$ cat src/rtl/parking_floor_allocator_pkg.sv
// parking_pkg: shared floor type, "no floor" code, gate FSM states and default sizing
package parking_pkg;
  typedef logic [1:0] floor_t;
  localparam floor_t FLOOR_NONE = 2'b11;
  typedef enum logic {IDLE, OPEN} gate_state_t;
  localparam int NUM_FLOORS_DEF = 3;
  localparam int SPOTS_PER_FLOOR_DEF = 4;
  localparam int GATE_CYCLES_DEF = 8;
endpackage

$ cat src/rtl/parking_floor_allocator_if.sv
// parking_floor_allocator_if: gate-sensor inputs and floor/gate outputs; master drives requests, slave is the allocator
interface parking_floor_allocator_if #(parameter int OCC_W = 4);
  import parking_pkg::*;
  logic entry_req;
  logic exit_req;
  floor_t exit_floor;
  floor_t floor;
  logic full;
  logic entry_ack;
  logic gate_open;
  logic exit_err;
  logic [OCC_W-1:0] occupancy;
  modport master(output entry_req, exit_req, exit_floor,
                 input floor, full, entry_ack, gate_open, exit_err, occupancy);
  modport slave(input entry_req, exit_req, exit_floor,
                output floor, full, entry_ack, gate_open, exit_err, occupancy);
endinterface

$ cat src/rtl/parking_floor_allocator_counter.sv
// parking_floor_counter: per-floor car count with capacity/underflow guards (inc_i/dec_i in, count_o/at_cap_o/err_o out)
module parking_floor_counter #(
  parameter int SPOTS = 4,
  parameter int CW = $clog2(SPOTS + 1)
) (
  input  logic          clk,
  input  logic          rst,
  input  logic          inc_i,
  input  logic          dec_i,
  output logic [CW-1:0] count_o,
  output logic          at_cap_o,
  output logic          err_o
);
  logic [CW-1:0] count_q;
  assign count_o  = count_q;
  assign at_cap_o = count_q == CW'(SPOTS);
  assign err_o    = dec_i && count_q == '0;
  always_ff @(posedge clk)
    if (rst) count_q <= '0;
    else count_q <= count_q + CW'(inc_i && !at_cap_o) - CW'(dec_i && count_q != '0);
endmodule

$ cat src/rtl/parking_floor_allocator.sv
// parking_floor_allocator: per-floor occupancy, lowest-free-floor pick, entry gate FSM and exit checking (clk/rst plus bus slave port)
module parking_floor_allocator
  import parking_pkg::*;
#(
  parameter int NUM_FLOORS      = NUM_FLOORS_DEF,
  parameter int SPOTS_PER_FLOOR = SPOTS_PER_FLOOR_DEF,
  parameter int GATE_CYCLES     = GATE_CYCLES_DEF
) (
  input  logic clk,
  input  logic rst,
  parking_floor_allocator_if.slave bus
);
  localparam int CW    = $clog2(SPOTS_PER_FLOOR + 1);
  localparam int OCC_W = $clog2(NUM_FLOORS * SPOTS_PER_FLOOR + 1);
  localparam int TW    = GATE_CYCLES > 1 ? $clog2(GATE_CYCLES) : 1;
  logic [CW-1:0] cnt [NUM_FLOORS];
  logic [NUM_FLOORS-1:0] at_cap, cnt_err, inc, dec;
  gate_state_t state_q;
  logic [TW-1:0] timer_q;
  logic gate_open_q, exit_err_q;
  floor_t floor;
  logic [OCC_W-1:0] occ;
  for (genvar i = 0; i < NUM_FLOORS; i++) begin : g_floor
    assign inc[i] = bus.entry_ack && floor == floor_t'(i);
    assign dec[i] = bus.exit_req && bus.exit_floor == floor_t'(i);
    parking_floor_counter #(.SPOTS(SPOTS_PER_FLOOR)) u_cnt (
      .clk(clk), .rst(rst), .inc_i(inc[i]), .dec_i(dec[i]),
      .count_o(cnt[i]), .at_cap_o(at_cap[i]), .err_o(cnt_err[i])
    );
  end
  // Scan from the top floor down so the lowest non-full floor wins.
  always_comb begin
    floor = FLOOR_NONE;
    occ   = '0;
    for (int i = NUM_FLOORS - 1; i >= 0; i--) begin
      floor = at_cap[i] ? floor : floor_t'(i);
      occ   = occ + OCC_W'(cnt[i]);
    end
  end
  assign bus.floor     = floor;
  assign bus.full      = &at_cap;
  assign bus.occupancy = occ;
  assign bus.entry_ack = !rst && state_q == IDLE && bus.entry_req && !bus.full;
  assign bus.gate_open = gate_open_q;
  assign bus.exit_err  = exit_err_q;
  always_ff @(posedge clk)
    if (rst) begin
      state_q     <= IDLE;
      timer_q     <= '0;
      gate_open_q <= 1'b0;
      exit_err_q  <= 1'b0;
    end else begin
      // An exit is legal only if it decodes to a real floor that holds a car.
      exit_err_q <= bus.exit_req && !(|(dec & ~cnt_err));
      if (state_q == IDLE) begin
        if (bus.entry_ack) begin
          state_q     <= OPEN;
          timer_q     <= TW'(GATE_CYCLES - 1);
          gate_open_q <= 1'b1;
        end
      end else begin
        timer_q <= timer_q - TW'(1);
        if (timer_q == '0) begin
          state_q     <= IDLE;
          gate_open_q <= 1'b0;
        end
      end
    end
endmodule
$ cat src/flat_wrapper.sv
// flat-port wrapper written by rule: the top's interface ports become plain ports
module parking_floor_allocator_flat import parking_pkg::*;
#(
  parameter int NUM_FLOORS      = NUM_FLOORS_DEF,
  parameter int SPOTS_PER_FLOOR = SPOTS_PER_FLOOR_DEF,
  parameter int GATE_CYCLES     = GATE_CYCLES_DEF
)
  (clk, rst, bus_entry_req, bus_exit_req, bus_exit_floor, bus_floor, bus_full, bus_entry_ack, bus_gate_open, bus_exit_err, bus_occupancy);
  parking_floor_allocator_if bus_i ();
  input  logic clk;
  input  logic rst;
  input wire logic [$bits(bus_i.entry_req)-1:0] bus_entry_req;
  input wire logic [$bits(bus_i.exit_req)-1:0] bus_exit_req;
  input wire logic [$bits(bus_i.exit_floor)-1:0] bus_exit_floor;
  output wire logic [$bits(bus_i.floor)-1:0] bus_floor;
  output wire logic [$bits(bus_i.full)-1:0] bus_full;
  output wire logic [$bits(bus_i.entry_ack)-1:0] bus_entry_ack;
  output wire logic [$bits(bus_i.gate_open)-1:0] bus_gate_open;
  output wire logic [$bits(bus_i.exit_err)-1:0] bus_exit_err;
  output wire logic [$bits(bus_i.occupancy)-1:0] bus_occupancy;
  assign bus_i.entry_req = bus_entry_req;
  assign bus_i.exit_req = bus_exit_req;
  assign bus_i.exit_floor = bus_exit_floor;
  assign bus_floor = bus_i.floor;
  assign bus_full = bus_i.full;
  assign bus_entry_ack = bus_i.entry_ack;
  assign bus_gate_open = bus_i.gate_open;
  assign bus_exit_err = bus_i.exit_err;
  assign bus_occupancy = bus_i.occupancy;
  parking_floor_allocator #(.NUM_FLOORS(NUM_FLOORS), .SPOTS_PER_FLOOR(SPOTS_PER_FLOOR), .GATE_CYCLES(GATE_CYCLES)) u_core (.clk(clk), .rst(rst), .bus(bus_i));
endmodule
$ cat config.mk
export PLATFORM = sky130hd
export DESIGN_NAME = parking_floor_allocator_flat
export DESIGN_NICKNAME = d
export VERILOG_FILES = /design/src/rtl/parking_floor_allocator_pkg.sv /design/src/rtl/parking_floor_allocator_if.sv /design/src/rtl/parking_floor_allocator_counter.sv /design/src/rtl/parking_floor_allocator.sv /design/src/flat_wrapper.sv
export SDC_FILE = /design/constraint.sdc
export NUM_CORES = 1
export LEC_CHECK = 0
export CAP_MARGIN = 5
export CORE_UTILIZATION = 55
export CTS_CLUSTER_DIAMETER = 40
export DETAILED_ROUTE_END_ITERATION = 8
export PLACE_DENSITY = 0.83
export SYNTH_ARGS = -nofsm -noshare
export SYNTH_HDL_FRONTEND = slang
export SYNTH_SLANG_ARGS = --single-unit
$ cat constraint.sdc
create_clock -name clk -period 3.9 [get_ports clk]
set_input_delay 0.78 -clock clk [delete_from_list [all_inputs] [get_ports clk]]
set_output_delay 0.78 -clock clk [all_outputs]
set_load 0.01 [all_outputs]
# [Word level (Yosys, flattened, before mapping)]
# Cells that the tools add are included.
[totals] register_bits=15 latch_bits=0 mem_bits_rw=0 rom_bits=0 in_bits=6 output_inout_bits=10 wordCells=76 mem_count=0
[classes] add_sub_neg=9 multipliers=0 div_mod_pow=0 order_cmp=0 eq_ne=8 shifts=0 n_mux=11 bitwise=3 n_reduce_logical=38
[op_table] op="$logic_and 1x1->1" count=19
[op_table] op="$logic_not 3->1" count=4
[op_table] op="$add 3x1->3" count=3
[op_table] op="$eq 3x3->1 const B" count=3
[op_table] op="$reduce_bool 3->1" count=3
[op_table] op="$sub 3x1->3" count=3
[op_table] op="$mux 1" count=7
[op_table] op="$logic_not 1->1" count=6
[op_table] op="$mux 3" count=2
[op_table] op="$add 3x3->4" count=1
[op_table] op="$add 4x3->4" count=1
[op_table] op="$eq 2x1->1 const B" count=2
[op_table] op="$eq 2x2->1 const B" count=2
[op_table] op="$logic_not 2->1" count=2
[op_table] op="$mux 2" count=2
[op_table] op="$and 3x3->3" count=1
[op_table] op="$not 3->3" count=1
[op_table] op="$reduce_and 3->1" count=1
[op_table] op="$reduce_or 3->1" count=1
[op_table] op="$sub 3x1->3 const B" count=1
[op_table] op="$ne 2x2->1 const B" count=1
[op_table] op="$reduce_and 2->1" count=1
[op_table] op="$reduce_bool 2->1" count=1
[op_table] op="$not 1->1" count=1

# [Longest topological paths before layout]
[depth] depth_word=9 ltp_mapped=11 ltp_nobuf=10

# [Hierarchy]
# A second synthesis with hierarchy kept.
[hier_totals] hier_cells=107 area_unflattened_um2=1067.3
[by_module_without_submodules] module="parking_floor_counter" n_inst=3 cells_each=18 area_per_inst_um2=187.7 seq_area_each_um2=60.1
[by_module_without_submodules] module="parking_floor_allocator" n_inst=1 cells_each=53 area_per_inst_um2=504.2 seq_area_each_um2=120.1

# [Worst setup path after synthesis]
# No wires, ideal clock.
[synth_timing] kind="register to register" startpoint="reg u_core.g_floor[0].u_cnt.count_q[1]" endpoint="reg u_core.g_floor[2].u_cnt.count_q[2]" setup_time_ns=0.128 arrival_ns=2.396 t_required_ns=3.772 setup_slack_ns=1.377 stages_incl_launch_ff=12 n_path_buf=1 synth_period_minus_slack_ns=2.523 cell_sequence="dfxtp_1 > or3b_1 > buf_2 > nor2_1 > nand3_1 > ha_1 > inv_1 > ha_1 > fa_1 > xnor2_1 > xnor2_1 > nor2_1"
[synth_via] word_cells_on_any_way=10 classes_between="2 x add/sub; 2 x eq/ne; 1 x mux; 5 x reduce/logical"
[synth_lines] element="start, declared" line_no="parking_floor_allocator_counter.sv:14" text="logic [CW-1:0] count_q;"
[synth_lines] element="start signal, assigned" line_no="parking_floor_allocator_counter.sv:20" text="else count_q <= count_q + CW'(inc_i && !at_cap_o) - CW'(dec_i && count_q != '0);"
[synth_lines] element="$eq 3x3->1" line_no="parking_floor_allocator_counter.sv:16" text="assign at_cap_o = count_q == CW'(SPOTS);"
[synth_lines] element="$mux 2" line_no="parking_floor_allocator.sv:36" text="floor = at_cap[i] ? floor : floor_t'(i);"
[synth_lines] element="via bus_floor[1]" line_no="flat_wrapper.sv:15" text="output wire logic [$bits(bus_i.floor)-1:0] bus_floor;"
[synth_lines] element="$eq 2x2->1" line_no="parking_floor_allocator.sv:24" text="assign inc[i] = bus.entry_ack && floor == floor_t'(i);"
[synth_lines] element="$logic_and 1x1->1" line_no="parking_floor_allocator.sv:24"
[synth_lines] element="$logic_and 1x1->1" line_no="parking_floor_allocator_counter.sv:20"
[synth_lines] element="$add 3x1->3" line_no="parking_floor_allocator_counter.sv:20"
[synth_lines] element="$sub 3x1->3" line_no="parking_floor_allocator_counter.sv:20"
[synth_lines] element="end signal, assigned" line_no="parking_floor_allocator_counter.sv:20"
[synth_lines] element="end, declared" line_no="parking_floor_allocator_counter.sv:14"
# The timed path passes the listed nets, and every way through them passes these cells.
# A chain may end at the register's enable or synchronous reset.

# [Worst setup path in the final report]
[layout_timing] startpoint="reg u_core.g_floor[1].u_cnt.count_q[1]" endpoint="out bus_occupancy[2]"
[layout_via] elab_chain_len=2
[layout_lines] element="start, declared" line_no="parking_floor_allocator_counter.sv:14"
[layout_lines] element="start signal, assigned" line_no="parking_floor_allocator_counter.sv:20"
[layout_lines] element="$add 3x3->4" line_no="parking_floor_allocator.sv:37" text="occ = occ + OCC_W'(cnt[i]);"
[layout_lines] element="$add 4x3->4" line_no="parking_floor_allocator.sv:37"
[layout_lines] element="end, declared" line_no="flat_wrapper.sv:20" text="output wire logic [$bits(bus_i.occupancy)-1:0] bus_occupancy;"
# Every way passes these cells.

==> metrics.log <==
[metrics] critical path startpoint: u_core.g_floor[1].u_cnt.count_o[1]
[metrics] post-cts resize count: 0
[metrics] core region area: 0.00158 mm2
[metrics] Data arrival, critical path: between 2000 and 3000 ps
[metrics] starting utilization of the core area: 61.9%
[metrics] area of combinational cells with multiple inputs: 588 um2
[metrics] number of top-level design ports: 16
[metrics] Power Density: 353 mW/mm2
[metrics] pin count of the biggest net entering global routing: 15
[metrics] leakage: 0.000526 uW
[metrics] worst-path maximum fanout: 6
[metrics] initial antenna violation count: 0
[metrics] final hold violation count: 0
[metrics] Critical Path Sink Type: output pin
[metrics] r2r endpoint: u_core.g_floor[2].u_cnt.count_o[2]
[metrics] mean post-synth cell area: 9.48 um2
[metrics] count of final max-slew check failures: 0
[metrics] TritonCTS clock tree: built
[metrics] min cycle time layout: 3360 ps
[metrics] Post-Route M1 WL: 751 um
[metrics] total negative slack for setup checks: 0 ps
[metrics] fraction of final layout cells sized beyond drive strength 1: between 8 and 9%
[metrics] standard-cell row count: 14
[metrics] number of buffers created by CTS: 3
[metrics] number of port buffers: 15
[metrics] highest-delay cell along the critical path: sky130_fd_sc_hd__dfxtp_1
[metrics] sequential share of the synthesized area: 30.8%
[metrics] hold_buf cts: 0
[metrics] Longest Clk Path Bufs: 2
[metrics] placer's final routability congestion estimate: 0.815
[metrics] Synth-to-Final Area Change: 20.1%
[metrics] sum of net half-perimeters after detailed placement: 1440 um
[metrics] via count of the first global-routing pass: 691
[metrics] Cells after DPL: 133
[metrics] Seq. cell area: between 300 and 400 um2
[metrics] Routed met3 length: between 100 and 150 um
[metrics] kind of launch point of the worst setup path: flop
[metrics] global routing usage summed across all routing layers: around a fifth
[metrics] vias after detailed routing: roughly 750
[metrics] post-route fraction of the period consumed by the critical path: between 80% and 90%
[metrics] run status: complete, but fails checks
[metrics] final setup skew: 6.48 ps
[metrics] antenna-violating nets left: 0
[metrics] Largest stage delay, worst path: 520 ps
[metrics] filler-free cell count of the finished design: 137
[metrics] count of yosys warnings during synthesis: 0
[metrics] # Max-Cap Violations: 0
[metrics] library cell used as clock root buffer: sky130_fd_sc_hd__clkbuf_4
[metrics] worst hold slack: 459 ps
[metrics] met2 layer wire length in the routed design: slightly below 900 um
[metrics] Final Net Count: 144
[metrics] final antenna diode count: 0
[metrics] setup repair after global routing missed its margin: no
[metrics] clock sink total: 15
[metrics] Die Height: 44.1 um
[metrics] failing checks: design-rule violations
[metrics] Mapped Nets: 125
[metrics] buffers inserted by post-CTS timing repair: 0
[metrics] Tightest Pin Transition: 486 ps
[metrics] average wire per cell in the routed design: 12.9 um
[metrics] max_slew headroom: 67.1%
[metrics] routed wire length: between 1500 and 2000 um
[metrics] total grt overflow: 0
[metrics] category of the critical setup timing path: reg2out
[metrics] die width: ~44 um
[metrics] cell count of the worst reg-to-reg path: 10
[metrics] data required time at the worst endpoint: 3120 ps
[metrics] H-tree Lvls: 1
[metrics] mean number of vias per cell: 5.48
[metrics] Clk pin slew, worst setup/hold paths: 100 ps
[metrics] slack of the worst reg-to-reg path: 1310 ps
[metrics] final setup violating endpoints: 0
[metrics] capturing element of the worst setup path: bus_occupancy[2]
[metrics] Max Freq: roughly 300 MHz
[metrics] highest layer used for signal routing: met4
[metrics] cell breakdown of the critical path: fa_1 -> ha_1 -> inv_1 -> fa_1 -> inv_1 -> clkdlybuf4s50_1
[metrics] number of search-and-repair iterations in the first detailed-routing pass: 6
[metrics] cell area after synthesis: just under 0.001 mm2
[metrics] number of DRC violations after detailed routing: 1
[metrics] worst reg2reg path startpoint: u_core.g_floor[0].u_cnt.count_o[1]
[metrics] number of violations reported at the end of detailed-routing iteration 0: 10
[metrics] Die Footprint: 0.00195 mm2
[metrics] worst skew pair latency: a little under 300 ps
[metrics] wire length of the first global-routing pass: 3020 um
[metrics] Tightest Hold Check Type: reg2reg
[metrics] Max rail drop VDD: 0.287 mV
[metrics] filler instances: 120
[metrics] Synth Register Bits: 15
[metrics] post-synth cell types: 30
[metrics] gate count of the mapped netlist: 103
[worst max-delay path, delay by kind of cell (launching register included)]
| family | cells | cell delay [ps] |
|---|---|---|
| buffers and inverters | 3 | 660 |
| DFF | 1 | 520 |
| adders and majority gates | 3 | 1110 |
[cell usage in the layout (no fill, tap or decap), drive strengths merged]
cell type,Yosys,routed
nor4,1,1
fa,7,7
o21ai,1,1
xnor2,5,5
o31ai,2,2
nor2b,4,4
clkbuf,1,3
clkinv,0,1
nor4b,1,1
buf,1,1
nor3b,1,1
a21boi,1,1
clkdlybuf4s50,0,15
a31oi,3,3
nand2b,1,1
xor2,2,2
dfxtp,15,15
and2,1,1
a21o,2,2
ha,9,9
nand2,3,3
nand3,1,1
or3b,3,3
a221oi,1,1
nor3,6,6
inv,21,21
nor4bb,1,1
nor2,8,8
nand3b,1,1
[layer usage]
layer | up-vias | global-route usage [%]
met1 | 349 | 26.3
met3 | 4 | 7.35
li1 | 369 | -
met4 | 0 | 7.27
met5 | - | 0
met2 | 29 | 35.0
[cell type report]
type | instances | area share (%)
clock inverters | 1 | 0.427
flip-flops and latches | 15 | 25.6
multi-input cells | 65 | 50.2
inverters | 21 | 6.72
repair buffers | 16 | 13.4
clock buffers | 3 | 1.92
well taps | 16 | 1.71
[synth_stat cells, drive strengths merged]
cell,instances,share of area (%)
fa,7,14
inv,21,8.1
or3b,3,3.2
a21boi,1,0.77
xnor2,5,4.5
nand3,1,0.51
nor4bb,1,1.0
and2,1,0.64
nor2b,4,2.6
nand2,3,1.2
nor3b,1,1.3
clkbuf,1,0.38
a31oi,3,1.9
buf,1,0.51
nor4,1,0.64
xor2,2,1.8
nor4b,1,0.90
a221oi,1,0.90
nand3b,1,0.77
ha,9,12
a21o,2,1.5
dfxtp,15,31
nor2,8,3.1
nand2b,1,0.64
o21ai,1,0.51
nor3,6,3.1
o31ai,2,2.9
[worst min path at each step]
stage	from	to	slack, ps	cells past startpoint
floorplan	u_core.timer_q[0]	u_core.timer_q[0]	480	2
CTS	u_core.bus.gate_open	u_core.bus.gate_open	460	1
global route	u_core.bus.gate_open	u_core.bus.gate_open	480	1
finish	u_core.bus.gate_open	u_core.bus.gate_open	460	1
detailed placement	u_core.bus.gate_open	u_core.bus.gate_open	440	1
global placement	u_core.bus.gate_open	u_core.bus.gate_open	440	1
[cells by family (layout without fill, tap and decap cells)]
logic type	after synthesis	after routing	synth area share, %
buf+inv	23	41	8.97
simple gates	32	32	19.5
compound gates	10	10	8.59
fa+ha+maj	16	16	25.9
flops	15	15	30.8
xor+xnor	7	7	6.28
[state kept, by name, indices dropped and copies added, names as in the netlist]
register,count
u_core.g_floor.u_cnt.count_o,9
u_core.state_q,1
u_core.bus.exit_err,1
u_core.bus.gate_open,1
u_core.timer_q,3
[report_power, final]
part           total [uW]  internal (uW)  switching [uW]  leakage [uW]
sequential            187            170            17.5      0.000123
clock                90.5           38.1            52.4     0.0000177
combinational         136           70.7            64.9      0.000385
[stage by stage]
| step | worst slack, ps | area, um2 | util, % | power [uW] |
|---|---|---|---|---|
| after floorplan | 1380 | 976 | - | 273 |
| after global placement | 821 | 1140 | 72.6 | 320 |
| after detailed placement | 763 | 1140 | 72.6 | 328 |
| after CTS | 537 | 1170 | 74.4 | 418 |
| after global routing | 397 | 1170 | 74.4 | 447 |
| final | 541 | 1170 | 74.4 | 413 |
Power figures use the tool's default switching activity.
